<file path="src/rtl/regfile_wb_arbiter_pkg.sv">
// regfile_pkg: shared types and sizes for the register-file writeback path.
//   DW / AW / NUM_REGS : data width, address width, register count
//   reg_addr_t         : register address
//   reg_data_t         : register data word
//   wb_pri_e           : round-robin priority state of the writeback arbiter
package regfile_pkg;

  localparam int DW       = 8;
  localparam int AW       = 4;
  localparam int NUM_REGS = 16;

  typedef logic [AW-1:0] reg_addr_t;
  typedef logic [DW-1:0] reg_data_t;

  typedef enum logic {
    PRI_ALU = 1'b0,
    PRI_MEM = 1'b1
  } wb_pri_e;

endpackage

</file>
<file path="src/rtl/regfile_wb_arbiter_if.sv">
// regfile_wb_arbiter_if: the two writeback valid/ready channels (ALU and
// memory/load) that compete for the single reg_file write port.
//   alu_valid/alu_dest/alu_data : ALU request, held stable until alu_ready
//   mem_valid/mem_dest/mem_data : load request, held stable until mem_ready
//   alu_ready/mem_ready         : acceptance, combinational from the arbiter
// Modports: master = writeback sources, slave = arbiter.
interface regfile_wb_arbiter_if;
  import regfile_pkg::*;

  logic      alu_valid;
  logic      alu_ready;
  reg_addr_t alu_dest;
  reg_data_t alu_data;

  logic      mem_valid;
  logic      mem_ready;
  reg_addr_t mem_dest;
  reg_data_t mem_data;

  modport master (
    output alu_valid, alu_dest, alu_data,
    output mem_valid, mem_dest, mem_data,
    input  alu_ready, mem_ready
  );

  modport slave (
    input  alu_valid, alu_dest, alu_data,
    input  mem_valid, mem_dest, mem_data,
    output alu_ready, mem_ready
  );

endinterface

</file>
<file path="src/rtl/regfile_wb_arbiter_scoreboard.sv">
// wb_scoreboard: per-register pending-write flags used by issue logic to
// stall on RAW hazards.
//   clk, reset      : clock, synchronous active-high reset
//   setEn, setAddr  : an instruction issued with this destination
//   clrEn, clrAddr  : a write to this register commits this cycle
//   busyVec         : bit i high while register i has a pending write
// When the same register is set and cleared together, the set wins so the
// newer writer stays tracked.
module wb_scoreboard
  import regfile_pkg::*;
(
  input  logic                clk,
  input  logic                reset,
  input  logic                setEn,
  input  reg_addr_t           setAddr,
  input  logic                clrEn,
  input  reg_addr_t           clrAddr,
  output logic [NUM_REGS-1:0] busyVec
);

  always_ff @(posedge clk) begin
    if (reset) begin
      busyVec <= '0;
    end else begin
      // Set is applied after clear so it overrides on an address collision.
      if (clrEn) busyVec[clrAddr] <= 1'b0;
      if (setEn) busyVec[setAddr] <= 1'b1;
    end
  end

endmodule

</file>
<file path="src/rtl/regfile_wb_arbiter.sv">
// regfile_wb_arbiter: shares the single write port of the 16x8 reg_file
// between the ALU and the memory/load writeback sources, and keeps a busy
// scoreboard of destinations with pending writes.
//   clk, reset                     : clock, synchronous active-high reset
//   wb (slave modport)             : ALU and memory valid/ready channels
//   issue_valid, issue_dest        : issuing instruction marks its destination busy
//   busy_vec                       : pending-write flags per register
//   RegWrite, write_register, data_in : reg_file write port, one cycle after grant
// Optional (macro WB_FORWARD_EN):
//   raddrA/raddrB -> fwd_hitA/fwd_hitB, fwd_dataA/fwd_dataB bypass of the
//   write being committed this cycle.
module regfile_wb_arbiter
  import regfile_pkg::*;
(
  input  logic                clk,
  input  logic                reset,
  regfile_wb_arbiter_if.slave wb,
  input  logic                issue_valid,
  input  reg_addr_t           issue_dest,
  output logic [NUM_REGS-1:0] busy_vec,
  output logic                RegWrite,
  output reg_addr_t           write_register,
  output reg_data_t           data_in
`ifdef WB_FORWARD_EN
  ,
  input  reg_addr_t           raddrA,
  input  reg_addr_t           raddrB,
  output logic                fwd_hitA,
  output logic                fwd_hitB,
  output reg_data_t           fwd_dataA,
  output reg_data_t           fwd_dataB
`endif
);

  wb_pri_e pri;
  logic    grantAlu;
  logic    grantMem;

  // Stage 0: arbitration. A lone requester always wins; on contention the
  // source named by pri wins. Nothing is accepted while reset is held so an
  // in-flight request cannot slip through.
  always_comb begin
    grantAlu = 1'b0;
    grantMem = 1'b0;
    if (!reset) begin
      grantAlu = wb.alu_valid && (!wb.mem_valid || pri == PRI_ALU);
      grantMem = wb.mem_valid && (!wb.alu_valid || pri == PRI_MEM);
    end
  end

  assign wb.alu_ready = grantAlu;
  assign wb.mem_ready = grantMem;

  // Stage 1: write stage registers driving the reg_file port.
  always_ff @(posedge clk) begin
    if (reset) begin
      pri            <= PRI_ALU;
      RegWrite       <= 1'b0;
      write_register <= '0;
      data_in        <= '0;
    end else begin
      // Priority only rotates when both sources competed.
      if (wb.alu_valid && wb.mem_valid)
        pri <= (pri == PRI_ALU) ? PRI_MEM : PRI_ALU;
      RegWrite <= grantAlu || grantMem;
      if (grantAlu) begin
        write_register <= wb.alu_dest;
        data_in        <= wb.alu_data;
      end else if (grantMem) begin
        write_register <= wb.mem_dest;
        data_in        <= wb.mem_data;
      end
    end
  end

  wb_scoreboard uScoreboard (
    .clk     (clk),
    .reset   (reset),
    .setEn   (issue_valid),
    .setAddr (issue_dest),
    .clrEn   (RegWrite),
    .clrAddr (write_register),
    .busyVec (busy_vec)
  );

`ifdef WB_FORWARD_EN
  // Bypass the write committing this cycle, since reg_file returns old data
  // on a same-cycle read.
  assign fwd_hitA  = RegWrite && (write_register == raddrA);
  assign fwd_hitB  = RegWrite && (write_register == raddrB);
  assign fwd_dataA = data_in;
  assign fwd_dataB = data_in;
`endif

endmodule

</file>
<file path="src/flat_wrapper.sv">
// flat-port wrapper written by rule: the top's interface ports become plain ports
module regfile_wb_arbiter_flat import regfile_pkg::*;
  (clk, reset, issue_valid, issue_dest, busy_vec, RegWrite, write_register, data_in, wb_alu_valid, wb_alu_dest, wb_alu_data, wb_mem_valid, wb_mem_dest, wb_mem_data, wb_alu_ready, wb_mem_ready);
  regfile_wb_arbiter_if wb_i ();
  input  logic clk;
  input  logic reset;
  input  logic issue_valid;
  input  reg_addr_t issue_dest;
  output logic [NUM_REGS-1:0] busy_vec;
  output logic RegWrite;
  output reg_addr_t write_register;
  output reg_data_t data_in;
  input wire logic [$bits(wb_i.alu_valid)-1:0] wb_alu_valid;
  input wire logic [$bits(wb_i.alu_dest)-1:0] wb_alu_dest;
  input wire logic [$bits(wb_i.alu_data)-1:0] wb_alu_data;
  input wire logic [$bits(wb_i.mem_valid)-1:0] wb_mem_valid;
  input wire logic [$bits(wb_i.mem_dest)-1:0] wb_mem_dest;
  input wire logic [$bits(wb_i.mem_data)-1:0] wb_mem_data;
  output wire logic [$bits(wb_i.alu_ready)-1:0] wb_alu_ready;
  output wire logic [$bits(wb_i.mem_ready)-1:0] wb_mem_ready;
  assign wb_i.alu_valid = wb_alu_valid;
  assign wb_i.alu_dest = wb_alu_dest;
  assign wb_i.alu_data = wb_alu_data;
  assign wb_i.mem_valid = wb_mem_valid;
  assign wb_i.mem_dest = wb_mem_dest;
  assign wb_i.mem_data = wb_mem_data;
  assign wb_alu_ready = wb_i.alu_ready;
  assign wb_mem_ready = wb_i.mem_ready;
  regfile_wb_arbiter u_core (.clk(clk), .reset(reset), .wb(wb_i), .issue_valid(issue_valid), .issue_dest(issue_dest), .busy_vec(busy_vec), .RegWrite(RegWrite), .write_register(write_register), .data_in(data_in));
endmodule
</file>
<file path="config.mk">
export PLATFORM = sky130hd
export DESIGN_NAME = regfile_wb_arbiter_flat
export DESIGN_NICKNAME = d
export VERILOG_FILES = /design/src/rtl/regfile_wb_arbiter_pkg.sv /design/src/rtl/regfile_wb_arbiter_if.sv /design/src/rtl/regfile_wb_arbiter_scoreboard.sv /design/src/rtl/regfile_wb_arbiter.sv /design/src/flat_wrapper.sv
export SDC_FILE = /design/constraint.sdc
export NUM_CORES = 1
export LEC_CHECK = 0
export CORE_UTILIZATION = 36
export CTS_CLUSTER_SIZE = 40
export DETAILED_ROUTE_END_ITERATION = 8
export PLACE_DENSITY = 0.75
export SETUP_SLACK_MARGIN = 0.05
export SYNTH_ARGS = -nofsm -noshare
export SYNTH_HDL_FRONTEND = slang
export SYNTH_SLANG_ARGS = --single-unit
</file>
<file path="constraint.sdc">
create_clock -name clk -period 1.3 [get_ports clk]
set_input_delay 0.195 -clock clk [delete_from_list [all_inputs] [get_ports clk]]
set_output_delay 0.195 -clock clk [all_outputs]
set_load 0.01 [all_outputs]
</file>
[Yosys cells after proc, flatten, opt, wreduce, memory -nomap -nowiden]
Cells that the tools add are included.
Word-level totals
  output and inout bits: 31
  word-level logic and storage cells: 38
  bits in registers: 30
  input port bits: 33
Operators by class
  bitwise logic cells: 4
  reductions and logical operators: 11
  order comparisons: 4
  mux-type cells: 14
Operator list (count)
  16-bit two-way mux: 3
  16-bit bitwise AND: 1
  8-bit two-way mux: 2
  16-bit inverter: 1
  16-bit bitwise OR: 1
  4-bit by 5-bit less-than comparator with 1-bit output (second input constant): 2
  1-bit demux with 4-bit select: 2
  4-bit by 1-bit >= comparator with 1-bit output (second input constant): 2
  4-bit two-way mux: 2
  1-bit logical AND: 5
  1-bit two-way mux: 5
  1-bit logical OR: 3
  1-bit logical NOT: 2
  2-bit nonzero test: 1
  1-bit inverter: 1

[Longest topological paths before layout]
Gate-level depths: netlist of the first run.
  depth after elaboration: 10
  mapped depth: 6
  depth with buffers taken out: 3

[Cells and area by module]
From an unflattened synthesis of the first run, not the netlist that was laid out.
Second synthesis, totals
  cells, all modules: 136
  area total of the unflattened synthesis: 1325.0 µm²
Modules (own cells, without submodules)
  wb_scoreboard: seq. area each 320.3 µm², area an instance 665.6 µm², instances 1, cells each 70
  regfile_wb_arbiter: seq. area each 280.3 µm², area an instance 659.4 µm², instances 1, cells each 66

[Worst setup path after synthesis of the first run]
OpenSTA, ideal clock, no wires.
  path kind: register to register
  start: reg u_core.RegWrite
  end: reg u_core.uScoreboard.busyVec[0]
  slack: 0.008 ns
  arrival: 1.157 ns
  setup time: 0.135 ns
  buffers on the path: 0
  clock period less this slack: 1.292 ns
  stages on the path, launching flop included: 4
  data required time: 1.165 ns
  cell sequence: dfxtp_1 or3b_1 o311ai_0 o21ai_0
On the way
  longest elaborated chain between the ends: 4
RTL lines
  from (decl): line regfile_wb_arbiter.sv:21  | output logic RegWrite,
  from (signal assigned): line regfile_wb_arbiter.sv:65  | RegWrite <= grantAlu || grantMem;
  16-bit two-way mux (*): line regfile_wb_arbiter_scoreboard.sv:26  | if (clrEn) busyVec[clrAddr] <= 1'b0;
  16-bit two-way mux (*): line regfile_wb_arbiter_scoreboard.sv:22  | if (reset) begin
  16-bit bitwise OR (no line)
  16-bit two-way mux (*): line regfile_wb_arbiter_scoreboard.sv:27  | if (setEn) busyVec[setAddr] <= 1'b1;
  to (signal assigned): line regfile_wb_arbiter_scoreboard.sv:23  | busyVec <= '0;
  to (signal, indexed assignment): line regfile_wb_arbiter_scoreboard.sv:26
  to (signal, indexed assignment): line regfile_wb_arbiter_scoreboard.sv:27
  to (decl): line regfile_wb_arbiter_scoreboard.sv:18  | output logic [NUM_REGS-1:0] busyVec
Mark *: on every way between the ends. The rest lies on a longest branch, timed or not. The select of a mux whose other input is x is not followed.
A chain may end at the register's enable or synchronous reset.

[Worst setup path after layout of the first run]
  start: reg u_core.pri
  end: reg u_core.data_in[0]
On the way
  longest elaborated chain between the ends: 5
  elaborated cells between the ends (all ways): 9
RTL lines
  from (decl): line regfile_wb_arbiter.sv:35  | wb_pri_e pri;
  from (signal assigned): line regfile_wb_arbiter.sv:64  | pri <= (pri == PRI_ALU) ? PRI_MEM : PRI_ALU;
  1-bit inverter: line regfile_wb_arbiter.sv:46  | grantAlu = wb.alu_valid && (!wb.mem_valid || pri == PRI_ALU);
  1-bit logical OR: line regfile_wb_arbiter.sv:46
  1-bit logical AND: line regfile_wb_arbiter.sv:46
  1-bit two-way mux: line regfile_wb_arbiter.sv:45  | if (!reset) begin
  8-bit two-way mux / 2-bit nonzero test (equally long branches)
  to (signal assigned): line regfile_wb_arbiter.sv:68  | data_in <= wb.alu_data;
  to (signal assigned): line regfile_wb_arbiter.sv:71  | data_in <= wb.mem_data;
  to (decl): line regfile_wb_arbiter.sv:23  | output reg_data_t data_in
Several ways; a longest one is shown, not always the timed one.

==> results.ini, run 1 <==
[layout]
num_antenna_cells=0
fin_area_sq_mm=0.00235
syn_to_final_growth_pct=79.4
drive_above_1_share=0.274
layout_common_cells=clkdlybuf4s50_1 (29), dlygate4sd2_1 (29), dfxtp_1 (26)
finalNetCount=255
stdcell_count=269
utilization=0.688

[logic_synthesis]
synthXorXnorAreaFrac=0.00669
synth_compound_area_frac=0.333
syn-cell-area_sq_mm=0.00131
seq_area_frac_synth=0.458
ys_warn_count=0
synth_nets=167
synth_area_per_cell_sq_um=9.78
yosys.area_share.simple=0.117
syn_inst=134
synthMuxAreaShare=0
synth-seq-cells=30
ys_types=25
yosys.area_share.adder=0
synth_top_family_by_area=compound AO/OA/AOI/OAI gates

[place]
place_inst=254
dpl_worst_slack_ns=-0.460
io_buffers=63
postPlaceCellArea_sq_mm=0.00210
gp_congestion=0.822
dp_hpwl_mm=2.97

[power_and_ir_drop]
p_sw_frac=0.277
leakage_uw=0.000999
power_switching_uw=580
combinationalPowerShare=0.245
power_uw=2090
powerDensity_mw_per_mm2=890
worst_ir_drop_vdd_mv=0.506
internal-power_uw=1510
clkPwrFrac=0.276
p_seq_frac=0.479

[route]
vias=1465
wl_per_cell_microns=15.7
dr.pass1.iters=4
viasPerCell=5.45
wirelength_mm=4.22
drc=0
drt_iter0_markers=72
antenna_left=0

[timing]
worst_pin_slew_ns=0.444
min_period_ns=1.32
finalCritPeriodShare=1.02
finalHoldViolCount=0
fin_ws_ns=-0.0209
drv_slew=0
rsz0062_at_grt=yes
max_freq_mhz=757
setup-violations-final=1
slew-limit-headroom=0.696
finClkSkew_ns=0.00932

[critical_path]
rrSetupSlack_ns=-0.02
worstPathMaxFanout=12
worst_setup_path_end_kind=register
critPathTopFamily=compound AO/OA/AOI/OAI gates
cp-start-kind=register
crit_arrival_ns=1.60
rr_worst_depth=4
cp.buffers_inverters=1
worstPathCellList=nand2_2, buf_6, a2111oi_0, a221o_1
critical_path.max_stage_delay_ns=0.49
crit_type=register to register
r2r_end=u_core.data_in[0]
timing.rr.start=u_core.pri
worstPathRequired_ns=1.58
crit_path_top_delay_cell=a2111oi_0

[min_path]
whs_endpoint=u_core.pri
hp-start=reset
hold_path.class=primary input to register
min_path_cells=3

[global_routing]
antenna_found_initial=0
grt_pass1_vias=1448
gr-usage-all-layers=0.206
grt_pass1_wl_mm=6.42
grt_max_degree=19
overflow=0

[cts]
root_buffer=clkbuf_4
cts_num_sinks=30
h-tree-depth=2
cts_hold_buf=0
cts_made_buffers=5
cts.reportedPaths.clkPinSlew_ns=0.10
cts_tree=done
clk_path_buf_depth=2
insertion_delay_ns=0.32

[run]
max_cap_viol_count=0

[floorplan]
core_area_sq_mm=0.00342
die_x_microns=62.3
start_util=0.384
io_pins=64
num_rows=21
die_area_sq_mm=0.00388
die_h_microns=62.3

[outcome]
violations=negative setup slack
status=complete, but fails checks

[kinds of logic (layout without fill, tap and decap cells)]
logic type      after synthesis  after routing
simple gates                 25             25
xor+xnor                      1              1
compound gates               56             56
buf+inv                      22            111
flops                        30             30
[through the flow]
step                      setup TNS (ns)  hold slack [ns]
after floorplan                        0            0.335
after global placement             -5.43            0.472
after detailed placement           -6.74            0.470
after CTS                              0            0.470
after global routing             -0.0825            0.257
final                            -0.0209            0.246
[flip-flops by register name, indices dropped and copies added (netlist names)]
signal	flops
u_core.RegWrite	1
u_core.uScoreboard.busyVec	16
u_core.write_register	4
u_core.pri	1
u_core.data_in	8
[repair_timing]
action / CTS / global route
resized for setup: 57 / 32
setup endpoints to repair: 45 / 19
pin swaps: 0 / 7
setup buffers: 1 / 6
cloned: 0 / 0
[routing by layer]
metal / vias to the layer above / global-route usage / wire length (microns) / part of all wire
met3: 4 / 0.0699 / 318 / 0.075
met5: - / 0 / 0 / 0
met4: 0 / 0.0610 / 32 / 0.0076
li1: 700 / - / - / -
met2: 66 / 0.363 / 2080 / 0.49
met1: 695 / 0.233 / 1790 / 0.42
[how the worst max path moves through the flow]
stage                                         from                       endpoint  depth (start not counted)
after floorplan           u_core.write_register[0]  u_core.uScoreboard.busyVec[0]                          3
after global placement                wb_alu_valid                   wb_alu_ready                          3
after detailed placement              wb_mem_valid              u_core.data_in[3]                          5
after CTS                               u_core.pri                   wb_mem_ready                          3
after global routing                    u_core.pri              u_core.data_in[0]                          4
final                                   u_core.pri              u_core.data_in[0]                          4
[synthesized netlist by cell type]
cell type | n | share of area
nor3_1 | 1 | 0.0038
or3b_2 | 1 | 0.0067
nand2_2 | 1 | 0.0048
a2111oi_2 | 1 | 0.011
a2111oi_0 | 11 | 0.074
o311ai_0 | 4 | 0.027
nor2_1 | 3 | 0.0086
nand2_1 | 3 | 0.0086
nor2_2 | 1 | 0.0048
o21ai_0 | 16 | 0.061
buf_2 | 4 | 0.015
or3_1 | 1 | 0.0048
dfxtp_1 | 30 | 0.46
a221o_1 | 12 | 0.092
nand3b_1 | 5 | 0.029
and3_2 | 1 | 0.0057
xor2_1 | 1 | 0.0067
buf_6 | 3 | 0.026
nand2b_1 | 3 | 0.014
inv_1 | 13 | 0.037
nand3_1 | 3 | 0.011
and3_4 | 1 | 0.0086
or3b_1 | 1 | 0.0067
clkbuf_1 | 2 | 0.0057
o211ai_1 | 12 | 0.069
[area by class of cell]
type / instances / area, sq um
clock inverters: 1 / 5.00
fillers: 287 / 1070
flip-flops and latches: 30 / 606
well taps: 46 / 57.6
clock buffers: 7 / 55.1
multi-input cells: 82 / 746
repair buffers: 90 / 832
inverters: 13 / 48.8
[power groups by stage]
stage | Clock, uW | Sequential (uW) | Combinational [uW]
final | 577 | 1000 | 513
after global routing | 628 | 1010 | 546
after CTS | 578 | 1000 | 440
after detailed placement | 0 | 1020 | 453
after global placement | 0 | 1020 | 442
after floorplan | 0 | 1050 | 141
[worst reg2reg max path: cells and delay by family (launching register included)]
family	cells	cell delay, ns
flip-flops	1	0.37
buffers and inverters	1	0.18
AO/OA/AOI/OAI	2	0.66
AND/OR/NAND/NOR	1	0.07
No activity file was read; power rests on OpenSTA's default activity.
==> run 2, diff against run 1 <==
- CORE_MARGIN: not set -> 8
==> run 2 against run 1 <==
Effect of this change: combinational power about the same; setup slack improved by 0.034 ns; wire length increased by 11%; sequential power about the same; largest cell class unchanged; core utilization decreased by 2.4 points; worst hold slack improved by 0.022 ns; the flow now finishes without violations; via count about the same.
==> results.ini, run 2 (same netlist as run 1, synthesis figures left out) <==
[route]
drc=0  ; unchanged
drt_iter0_markers=137  ; was 72
dr.pass1.iters=4  ; unchanged
wirelength_mm=4.66  ; was 4.22 mm
wl_per_cell_microns=17.2  ; was 15.7 microns
viasPerCell=5.40  ; was 5.45
antenna_left=0  ; unchanged
vias=1464  ; was 1,465

[critical_path]
worstPathMaxFanout=3  ; was 12
cp-start-kind=register  ; unchanged
crit_arrival_ns=1.09  ; was 1.60 ns
crit_type=register to output port  ; was register to register
rrSetupSlack_ns=0.05  ; was -0.02 ns
worst_setup_path_end_kind=output port  ; was register
rr_worst_depth=4  ; unchanged
worstPathRequired_ns=1.11  ; was 1.58 ns

[floorplan]
io_pins=64  ; unchanged
num_rows=22  ; was 21
die_area_sq_mm=0.00583  ; was 0.00388 sq mm
die_x_microns=76.3  ; was 62.3 microns
start_util=0.366  ; was 0.384
die_h_microns=76.3  ; was 62.3 microns
core_area_sq_mm=0.00358  ; was 0.00342 sq mm

[timing]
rsz0062_at_grt=yes  ; unchanged
finClkSkew_ns=0.00969  ; was 0.00932 ns
setup-violations-final=0  ; was 1
max_freq_mhz=777  ; was 757 MHz
finalCritPeriodShare=0.990  ; was 1.02
fin_ws_ns=0.0134  ; was -0.0209 ns
drv_slew=0  ; unchanged
worst_pin_slew_ns=0.277  ; was 0.444 ns
slew-limit-headroom=0.813  ; was 0.696
finalHoldViolCount=0  ; unchanged
min_period_ns=1.29  ; was 1.32 ns
holdWs_ns=0.268  ; was 0.246 ns

[global_routing]
grt_max_degree=19  ; unchanged
antenna_found_initial=0  ; unchanged
grt_pass1_wl_mm=7.16  ; was 6.42 mm
grt_pass1_vias=1540  ; was 1,448
gr-usage-all-layers=0.146  ; was 0.206
overflow=0  ; unchanged

[place]
gp_congestion=0.830  ; was 0.822
dpl_worst_slack_ns=-0.422  ; was -0.460 ns
postPlaceCellArea_sq_mm=0.00210  ; about the same
dp_hpwl_mm=3.45  ; was 2.97 mm
io_buffers=63  ; unchanged

[min_path]
hold_path.class=primary input to register  ; unchanged
min_path_cells=3  ; unchanged

[cts]
clk_path_buf_depth=2  ; unchanged
cts_tree=done  ; unchanged
cts_hold_buf=0  ; unchanged
cts.reportedPaths.clkPinSlew_ns=0.10  ; about the same
root_buffer=clkbuf_4  ; unchanged
cts_made_buffers=5  ; unchanged
insertion_delay_ns=0.32  ; about the same
h-tree-depth=2  ; unchanged
cts_num_sinks=30  ; unchanged

[power_and_ir_drop]
powerDensity_mw_per_mm2=926  ; was 890 mW/mm^2
leakage_uw=0.00101  ; was 0.000999 uW
worst_ir_drop_vdd_mv=0.398  ; was 0.506 mV

[layout]
reg_top3=u_core.uScoreboard.busyVec: 16 flops, u_core.data_in: 8 flops, u_core.write_register: 4 flops  ; unchanged
largest-register=u_core.uScoreboard.busyVec  ; unchanged
drive_above_1_share=0.287  ; was 0.274
nFillCells=299  ; was 287
fin_area_sq_mm=0.00238  ; was 0.00235 sq mm
largest_reg_flops=16  ; unchanged
syn_to_final_growth_pct=81.4  ; was 79.4%
finalNetCount=255  ; unchanged
num_antenna_cells=0  ; unchanged
layout_common_cells=clkdlybuf4s50_1 (29), dlygate4sd2_1 (29), dfxtp_1 (26)  ; unchanged

[outcome]
status=complete, no violations  ; was complete, but fails checks

[run]
max_cap_viol_count=0  ; unchanged

## run 2: cell types whose count changed in the layout (fill, tap and decap cells not counted), sizes merged
cell           previous run  this run
clkdlybuf4s15             1         2
clkinv                    1         0
## run 2: critical path: stages, from the launching register on
cell	delay [ns]
dfxtp_2	0.37
nand2b_4	0.13
and3_4	0.17
buf_6	0.10
## run 2: worst paths after layout
path | start | endpoint
worst min register to register | u_core.uScoreboard.busyVec[0] | u_core.uScoreboard.busyVec[0]
worst min-delay path | reset | u_core.pri
worst max-delay path | u_core.pri | wb_mem_ready
worst max register to register | u_core.write_register[0] | u_core.uScoreboard.busyVec[2]
## run 2: area by class of cell
| class | instances | area [sq um] | share of cell area |
|---|---|---|---|
| Timing Repair Buffer | 90 | 826 | 0.348 |
| Inverter | 13 | 48.8 | 0.0205 |
| Tap cell | 48 | 60.1 | 0.0253 |
| Clock buffer | 8 | 78.8 | 0.0332 |
| Multi-Input combinational cell | 82 | 757 | 0.319 |
| Sequential cell | 30 | 606 | 0.255 |
## run 2: what timing repair did
action                                  in CTS  in global routing
gates resized for setup                     56                 35
pin swaps                                    0                  6
endpoints found under the setup margin      45                 19
setup buffers                                1                  5
## run 2: power by group
| group | internal [uW] | switching, uW | leakage (uW) |
|---|---|---|---|
| registers | 971 | 35.0 | 0.000247 |
| clock network | 369 | 309 | 0.0000446 |
| logic | 280 | 235 | 0.000717 |
## run 2: through the flow
step                utilization  setup TNS [ns]  cells  power (uW)
finish                    0.664               0    271        2200
global route              0.664         -0.0461    271        2280
CTS                       0.611               0    266        2140
detailed placement        0.587           -6.29    257        1480
global placement          0.587           -5.48    257        1460
floorplan                     -               0    134        1190
## run 2: per-layer routing
layer | vias to the layer above | global-route usage | wire [microns]
met4 | 0 | 0.0500 | 57
met3 | 4 | 0.0649 | 411
li1 | 700 | - | -
met1 | 686 | 0.163 | 2020
met2 | 74 | 0.240 | 2180
met5 | - | 0 | 0
